<file path="src/rtl/clock_ctrl.sv">
// clock_ctrl: run-control unit for the MIPS board.
// Debounces the mode and step buttons and selects RUN / STEP / BURST.
// It drives a registered single-cycle clock enable to the core and counts
// the cycles in which the core was enabled.
// Optional feature macro: CLOCK_CTRL_BREAK_EN (PC breakpoint halt).

// Per-button synchroniser, debounce filter and press-edge detector.
module clock_ctrl_debounce #(
    parameter int DEB_CYCLES = 250000
) (
    input  logic clock,
    input  logic reset,
    input  logic btn,
    output logic press
);
    // The counter only ever holds 0 .. DEB_CYCLES-1 before the level flips.
    localparam int CNT_W = (DEB_CYCLES > 1) ? $clog2(DEB_CYCLES) : 1;
    localparam logic [CNT_W-1:0] CNT_LAST = CNT_W'(DEB_CYCLES - 1);
    localparam logic [CNT_W-1:0] CNT_ONE  = CNT_W'(1);

    logic             sync1_r;
    logic             sync2_r;
    logic             stable_r;
    logic             stable_d_r;
    logic             press_r;
    logic [CNT_W-1:0] cnt_r;

    // Synchronise the raw level, filter it and register the rising edge.
    always_ff @(posedge clock or negedge reset) begin
        if (!reset) begin
            sync1_r    <= 1'b0;
            sync2_r    <= 1'b0;
            stable_r   <= 1'b0;
            stable_d_r <= 1'b0;
            press_r    <= 1'b0;
            cnt_r      <= {CNT_W{1'b0}};
        end else begin
            sync1_r    <= btn;
            sync2_r    <= sync1_r;
            stable_d_r <= stable_r;
            press_r    <= stable_r & ~stable_d_r;
            if (sync2_r == stable_r) begin
                cnt_r <= {CNT_W{1'b0}};
            end else if (cnt_r == CNT_LAST) begin
                stable_r <= sync2_r;
                cnt_r    <= {CNT_W{1'b0}};
            end else begin
                cnt_r <= cnt_r + CNT_ONE;
            end
        end
    end

    assign press = press_r;
endmodule

module clock_ctrl #(
    parameter int DEB_CYCLES = 250000,
    parameter int BURST_W    = 8,
    parameter int CYC_W      = 32,
    parameter int PC_W       = 32
) (
    input  logic               clock,
    input  logic               reset,
    input  logic               btn_mode,
    input  logic               btn_step,
    input  logic [BURST_W-1:0] burst_len,
    input  logic [PC_W-1:0]    pc,
    input  logic [PC_W-1:0]    bp_addr,
    input  logic               bp_valid,
    output logic               clk_en,
    output logic [1:0]         mode,
    output logic               busy,
    output logic               halted,
    output logic [CYC_W-1:0]   cycle_cnt
);
    typedef enum logic [1:0] {
        MODE_RUN   = 2'b00,
        MODE_STEP  = 2'b01,
        MODE_BURST = 2'b10
    } mode_t;

    localparam logic [BURST_W-1:0] BURST_ONE = BURST_W'(1);
    localparam logic [CYC_W-1:0]   CYC_ONE   = CYC_W'(1);

    logic               mode_press_s;
    logic               step_press_s;
    logic               bp_hit_s;

    mode_t              mode_r,   mode_nxt_s;
    logic               busy_r,   busy_nxt_s;
    logic               en_r,     en_nxt_s;
    logic               halted_r, halted_nxt_s;
    logic [BURST_W-1:0] rem_r,    rem_nxt_s;
    logic [CYC_W-1:0]   cnt_r;

    clock_ctrl_debounce #(.DEB_CYCLES(DEB_CYCLES)) u_deb_mode (
        .clock (clock),
        .reset (reset),
        .btn   (btn_mode),
        .press (mode_press_s)
    );

    clock_ctrl_debounce #(.DEB_CYCLES(DEB_CYCLES)) u_deb_step (
        .clock (clock),
        .reset (reset),
        .btn   (btn_step),
        .press (step_press_s)
    );

`ifdef CLOCK_CTRL_BREAK_EN
    // A breakpoint only counts in a cycle where the core actually executes.
    assign bp_hit_s = en_r & bp_valid & (pc == bp_addr);
`else
    logic unused_bp_s;
    assign bp_hit_s    = 1'b0;
    assign unused_bp_s = ^{pc, bp_addr, bp_valid};
`endif

    // Next-state logic: breakpoint beats mode press, mode press beats step press.
    always_comb begin
        mode_nxt_s   = mode_r;
        busy_nxt_s   = busy_r;
        rem_nxt_s    = rem_r;
        halted_nxt_s = halted_r;
        en_nxt_s     = 1'b0;
        if (bp_hit_s) begin
            halted_nxt_s = 1'b1;
            mode_nxt_s   = MODE_STEP;
            busy_nxt_s   = 1'b0;
            rem_nxt_s    = {BURST_W{1'b0}};
        end else if (mode_press_s) begin
            // Any mode press aborts a running burst and releases a halt.
            halted_nxt_s = 1'b0;
            busy_nxt_s   = 1'b0;
            rem_nxt_s    = {BURST_W{1'b0}};
            case (mode_r)
                MODE_RUN:   mode_nxt_s = MODE_STEP;
                MODE_STEP:  mode_nxt_s = MODE_BURST;
                MODE_BURST: mode_nxt_s = MODE_RUN;
                default:    mode_nxt_s = MODE_RUN;
            endcase
            en_nxt_s = (mode_nxt_s == MODE_RUN);
        end else begin
            halted_nxt_s = step_press_s ? 1'b0 : halted_r;
            case (mode_r)
                MODE_RUN: begin
                    en_nxt_s = ~halted_nxt_s;
                end
                MODE_STEP: begin
                    en_nxt_s = step_press_s;
                end
                MODE_BURST: begin
                    // rem holds the enables still owed after the current one.
                    if (busy_r) begin
                        if (rem_r != {BURST_W{1'b0}}) begin
                            rem_nxt_s = rem_r - BURST_ONE;
                            en_nxt_s  = 1'b1;
                        end else begin
                            busy_nxt_s = 1'b0;
                        end
                    end else if (step_press_s && (burst_len != {BURST_W{1'b0}})) begin
                        busy_nxt_s = 1'b1;
                        rem_nxt_s  = burst_len - BURST_ONE;
                        en_nxt_s   = 1'b1;
                    end else begin
                        en_nxt_s = 1'b0;
                    end
                end
                default: begin
                    mode_nxt_s = MODE_RUN;
                end
            endcase
        end
    end

    // Control state and registered outputs.
    always_ff @(posedge clock or negedge reset) begin
        if (!reset) begin
            mode_r   <= MODE_RUN;
            busy_r   <= 1'b0;
            rem_r    <= {BURST_W{1'b0}};
            en_r     <= 1'b0;
            halted_r <= 1'b0;
        end else begin
            mode_r   <= mode_nxt_s;
            busy_r   <= busy_nxt_s;
            rem_r    <= rem_nxt_s;
            en_r     <= en_nxt_s;
            halted_r <= halted_nxt_s;
        end
    end

    // Retired-cycle counter, wraps naturally at all-ones.
    always_ff @(posedge clock or negedge reset) begin
        if (!reset) begin
            cnt_r <= {CYC_W{1'b0}};
        end else if (en_r) begin
            cnt_r <= cnt_r + CYC_ONE;
        end else begin
            cnt_r <= cnt_r;
        end
    end

    assign clk_en    = en_r;
    assign mode      = mode_r;
    assign busy      = busy_r;
    assign halted    = halted_r;
    assign cycle_cnt = cnt_r;
endmodule

</file>
<file path="config.mk">
export PLATFORM = sky130hd
export DESIGN_NAME = clock_ctrl
export DESIGN_NICKNAME = d
export VERILOG_FILES = /design/src/rtl/clock_ctrl.sv
export SDC_FILE = /design/constraint.sdc
export NUM_CORES = 1
export LEC_CHECK = 0
export BUFFER_PORTS_ARGS = -buffer_cell sky130_fd_sc_hd__buf_2
export CORE_MARGIN = 2
export CORE_UTILIZATION = 45
export CTS_BUF_LIST = sky130_fd_sc_hd__clkbuf_8 sky130_fd_sc_hd__clkbuf_16
export CTS_CLUSTER_DIAMETER = 200
export DETAILED_ROUTE_END_ITERATION = 16
export GPL_TIMING_DRIVEN = 0
export HOLD_SLACK_MARGIN = 0.03
export PLACE_DENSITY = 0.69
export SKIP_LAST_GASP = 1
export SYNTH_ARGS = -nofsm -noshare
export SYNTH_HDL_FRONTEND = slang
export SYNTH_HIERARCHICAL = 1
export SYNTH_SLANG_ARGS = --single-unit
</file>
<file path="constraint.sdc">
create_clock -name clock -period 5.5 [get_ports clock]
set_input_delay 0.55 -clock clock [delete_from_list [all_inputs] [get_ports clock]]
set_output_delay 0.55 -clock clock [all_outputs]
set_load 0.02 [all_outputs]
</file>
* After elaboration in Yosys (flattened, before gate mapping) *
Cells that the tools add are included.

word-level totals
  bits in registers = 91
  input port bits = 77
  output and inout port bits = 37
  logic and storage cells = 71

cells by class
  $add $sub $neg = 5
  equal/unequal tests = 8
  multiplexer cells = 22
  bitwise logic cells = 7
  reduce and logical (&&, ||, !) cells = 11

operator list
  operator                 number
  $mux W18                 4
  $mux W8                  5
  $add A18 B1 Y18 const B  2
  $eq A18 B18 Y1 const B   2
  $add A32 B1 Y32 const B  1
  $reduce_bool A8 Y1       2
  $sub A8 B1 Y8 const B    2
  $mux W1                  8
  $mux W2                  3
  $not A1 Y1               5
  $logic_not A2 Y1         2
  $pmux W2 S2              1
  $reduce_and A2 Y1        2
  $ne A3 B1 Y1 const B     1
  $pmux W1 S3              1
  $reduce_and A3 Y1        1
  $reduce_bool A3 Y1       1
  $reduce_or A3 Y1         1
  $and A1 B1 Y1            2
  $eq A1 B1 Y1             2
  $eq A2 B1 Y1 const B     1
  $eq A2 B2 Y1 const B     1
  $ne A2 B1 Y1 const B     1
  $reduce_bool A2 Y1       1
  $logic_and A1 B1 Y1      1

* Logic depth before layout (Yosys ltp) *
  depth after elaboration = 6
  mapped depth = 8
  gate-level depth less buffers = 6

* By module *
Netlist, hierarchy kept.

by module, submodules not included
  module               instances  cells each  area each (um^2)  seq. area each (um^2)
  clock_ctrl           1          220         2292.2            1126.1
  clock_ctrl_debounce  2          101         1086.0            575.6

* Worst setup path before layout *
Ideal clock, no wire load.

  path type = reg2reg
  start point = register busy_r (netlist: busy)
  end point = register rem_r[6]
  library setup time = 0.078 ns
  arrival time = 2.133 ns
  required time = 5.422 ns
  path slack = 3.289 ns
  stages on the path, launching flop included = 9
  path buffers = 2
  period minus slack after synthesis = 2.211 ns
  cell sequence = dfrtp_1 > buf_6 > clkbuf_1 > mux2i_1 > ha_1 > o21ai_1 > o21bai_1 > a2111o_1 > a21oi_1

on the way
  word-level cells in the longest chain between the ends = 3
  elaborated cells on any way between the ends = 6
  those cells by class = eq/ne (1); mux (3); reduce/logical (2)

RTL lines
  item                    RTL line  source
  start, declared         90        logic busy_r, busy_nxt_s;
  start signal, assigned  186       busy_r <= busy_nxt_s;
  $mux W8                 154       if (busy_r) begin
  $mux W8                 145       case (mode_r)
  $mux W8                 131       end else if (mode_press_s) begin
  end signal, assigned    181       rem_r <= {BURST_W{1'b0}};
  end signal, assigned    187       rem_r <= rem_nxt_s;
  end, declared           93        logic [BURST_W-1:0] rem_r, rem_nxt_s;

Several ways; a longest one is shown, not always the timed one. The select of a mux whose other input is x is not followed.
A chain may end at the register's enable or synchronous reset.

* Worst setup path after layout *
Same ends and word-level chain as after synthesis.

==> results <==
- The vertical extent of the die is 104 um.
- The final count of pins violating max slew is 0.
- The weighted congestion at the end of routability-driven global placement is 0.857.
- Counting cells, the worst reg-to-reg path comes to 8.
- The reg2reg setup slack is 3.12 ns.
- For this design the top-level I/O count stands at 114.
- In this run, CTS created clock tree buffers numbering 9.
- For this run, design rule violations remaining after detail routing come to 0.
- For the pin with the worst max-slew slack, the measured transition is 0.646 ns.
- The fraction of synthesized area in multiplexers is 1.65%.
- The insertion delay of the later-clocked pin in the worst-skew pair is 0.36 ns.
- The detailed-route vias per instance is 5.42.
- The hold violation total from the final report is 0.
- The highest attainable clock frequency is 420 MHz.
- The worst path arrival time is 2.66 ns.
- The flow ran to the end, and the final reports show no timing, DRC or antenna violations.
- The worst setup path is captured at a flop.
- Of all nets on the critical path, the largest fanout is 10.
- In this run, synthesis inferred 0 flip-flops with an integrated enable.
- Wires add up to 8.56 mm.
- The first-pass GRT wire length is 15.0 mm.
- The area share of the largest cell type after synthesis is 51.0%.
- The die area is 10700 um2.
- The core box area is 9680 um2.
- The max-capacitance violation count is 0.
- The met3 layer usage reported by global route is 3.21%.
- The fraction of final layout cells sized beyond drive strength 1 is 18.3%.
- The met2 capacity usage during global routing is 27.0%.
- The total overflow left after global routing is 0.
- Compared with the post-synthesis result, the final layout area differs by 15.0%.
- The H-tree depth reported by CTS is 3.
- The total number of yosys warnings is 6.
- In the synthesized netlist the async set-or-reset flop fraction comes to 100%.
- The total global routing track utilization is 16.6%.
- The worst setup path is of the reg -> reg kind.
- The net count after synthesis is 503.
- The power consumption is 1230 uW.
- The critical path launch point type is a flop.
- Hold repair after CTS inserted 0 buffers.
- In this run the power density over the cells is 240 nW/um2.
- Summed over all instances, the cell type with the most area after synthesis is dfrtp_1.
- In this run the remaining antenna-violating nets after routing total 0.
- The via count of the first global-routing pass came to 3268.
- For the final database, setup skew stands at 0.0135 ns.
- After synthesis, the largest family of logic cells by area is simple AND/OR/NAND/NOR gates.
- The net count of the finished layout is 563.
- The buffers inserted during post-CTS setup optimization is 0.
- The die is 104 um wide.
- Entering global routing, the biggest net connects 68 pins.
- The capture point of the worst path is rem_r[6].
- In this run the mean area of a mapped cell was 10.6 um2.
- Setup violations remaining at the end of the flow were counted as 0.
- The busiest layer in global routing is met2.
- The setup total negative slack is 0 ns.
- The mapped cell area is 4460 um2.
- Summing over every cut layer, the via total after detailed routing is 3358.
- The area share of xor/xnor cells in the synthesized design is 11.0%.
- The type of the worst min-delay path is in -> async.
- The tree is rooted in a clkbuf_8.
- Global routing used 22.1% of the available met1 tracks.
- The number of diodes added for antenna fixing is 0.
- Data on the critical path is required at its endpoint by 5.78 ns.
- In this run the critical register-to-register path is captured at rem_r[6].
- The leading register cell type out of synthesis is dfrtp_1.
- Headroom to the max-slew limit came out at 56.8%.
- The CTS tree is yes.
- The iteration count of the initial detailed-routing pass is 4.
- The count of cell types in the netlist is 48.
- The initialized floorplan defines 36 standard-cell rows.
- The commonest non-fill, non-tap cell in the layout is dfrtp_1.
- For this block, the initial DRC count from the detailed router was 181.
- The number of antenna violations at the first check in global routing came to 0.
- The static power due to leakage is 0.00234 uW.
- Counting I/O delays and the setup requirement, the final critical path takes 2.38 ns.
- The worst reg2reg path startpoint is busy.
- The HPWL after detailed placement is 5.95 mm.
- The clock transition at the register clock pins on the worst setup and hold paths after CTS is 0.09 ns.
- The register bit count reported by yosys is 91.
- The clock sink total is 91.
- For this run, the register share of the synthesized area comes to 51.0%.
- VDD sags by at most 0.133 mV.
- After technology mapping, the gate count stands at 422.
- Of the available clock period, the critical path in the final layout requires 43.3%.
- The number of resized instances in the post-cts repair step is 0.
- The area fraction in compound gates after synthesis is 8.74%.
- The deepest clock path buffer count is 2.
- The initial standard-cell utilization of the core is 46.1%.
- The timing startpoint of the critical path is busy.
- The library cells used most frequently in the layout, excluding fill and tap cells, are dfrtp_1 (91), buf_2 (49), nor2_1 (36).
- Summing the areas of all fa, ha and maj instances in the mapped netlist gives 1.12% of the synthesized area.
- The average routed wire per standard cell is 13.8 um.
- Setup repair after global routing left no endpoint under its margin.
- After synthesis, the cell types taking the most area are dfrtp_1 (51%), xnor2_1 (6.1%), xor2_1 (4.9%), nand3_1 (3.1%), nor2_1 (3.0%).
- Summing the areas of all and, or, nand and nor instances in the mapped netlist gives 23.9% of the synthesized area.
- In this run the tool buffered the top-level ports with 48 buffer cells.
==> flip-flops by register name (all words and copies together) (netlist names) <==
register	flops
u_deb_mode/sync2_r	1
mode	2
u_deb_step/cnt_r	18
u_deb_step/sync2_r	1
busy	1
cycle_cnt	32
u_deb_step/press	1
u_deb_mode/sync1_r	1
u_deb_step/stable_r	1
u_deb_step/stable_d_r	1
rem_r	8
halted	1
clk_en	1
u_deb_mode/stable_d_r	1
u_deb_step/sync1_r	1
u_deb_mode/press	1
u_deb_mode/stable_r	1
u_deb_mode/cnt_r	18
==> where the power goes <==
group	internal, uW	switching (uW)
Clock	273	244
Sequential	673	4.07
Combinational	12.6	24.2
Total	959	273
==> cells in the mapped netlist (3+ instances only) <==
cell / instances
nor3_1: 7
nor2_1: 36
nor4_1: 4
a31oi_1: 4
and2_1: 4
buf_6: 3
xnor2_1: 31
nand4_1: 11
nand3b_1: 4
and4_1: 9
nor3b_1: 4
inv_1: 7
o31ai_1: 9
and3_1: 11
xor2_1: 25
ha_1: 4
nor2b_1: 7
dfrtp_1: 91
nand3_1: 28
or3_1: 6
mux2i_1: 4
clkbuf_1: 4
or4_1: 8
a21oi_1: 20
o21ai_0: 14
mux2_2: 3
nand2_1: 34
==> layout make-up <==
class                           count  area, um2
Inverter                            7       26.3
Buffer                             13       88.8
Timing Repair Buffer               49        270
Clock inverter                      6       93.8
Sequential cell                    91       2280
Fill cell                         848       4550
Multi-Input combinational cell    311       2070
Clock buffer                       10        138
Tap cell                          133        166
==> how the worst min path moves through the flow <==
stage	from	to	slack, ns	depth (start not counted)
3_3_place_gp	u_deb_step/sync1_r	u_deb_step/sync2_r	0.34	0
2_1_floorplan	reset	busy	0.25	0
5_1_grt	reset	rem_r[4]	0.11	1
6_report	reset	rem_r[4]	0.09	1
3_5_place_dp	u_deb_step/sync1_r	u_deb_step/sync2_r	0.34	0
4_1_cts	reset	rem_r[4]	0.09	1
==> worst max-delay path, stage by stage, from the launching register on <==
cell	delay, ns
dfrtp_1	0.37
buf_6	0.14
clkbuf_1	0.40
mux2i_1	0.29
ha_1	0.29
o21ai_1	0.13
o21bai_1	0.20
a2111o_1	0.35
a21oi_1	0.15
==> layer usage <==
| metal | up-vias | wire (um) |
|---|---|---|
| met5 | - | 0 |
| met4 | 0 | 106 |
| met3 | 8 | 372 |
| met2 | 76 | 4160 |
| met1 | 1644 | 3920 |
| li1 | 1630 | - |
==> kinds of logic after synthesis <==
logic type | count (synthesis)
adder cells (fa/ha/maj) | 4
buffers and inverters | 20
XOR/XNOR | 56
multiplexers | 7
flip-flops | 91
AND/OR/NAND/NOR | 186
AO/OA/AOI/OAI | 58
==> through the flow <==
stage / setup WS, ns / hold slack (ns) / instances / instance area, um2 / utilization [%]
after detailed placement: 3.15 / 0.340 / 604 / 4900 / 50.6
final: 3.12 / 0.0943 / 620 / 5130 / 53.0
after global routing: 2.96 / 0.106 / 620 / 5130 / 53.0
after CTS: 3.13 / 0.0893 / 620 / 5130 / 53.0
after floorplan: 3.29 / 0.254 / 422 / 4460 / -
after global placement: 3.03 / 0.337 / 603 / 4870 / 50.3
Note: power is estimated with default switching activity, not from simulation.
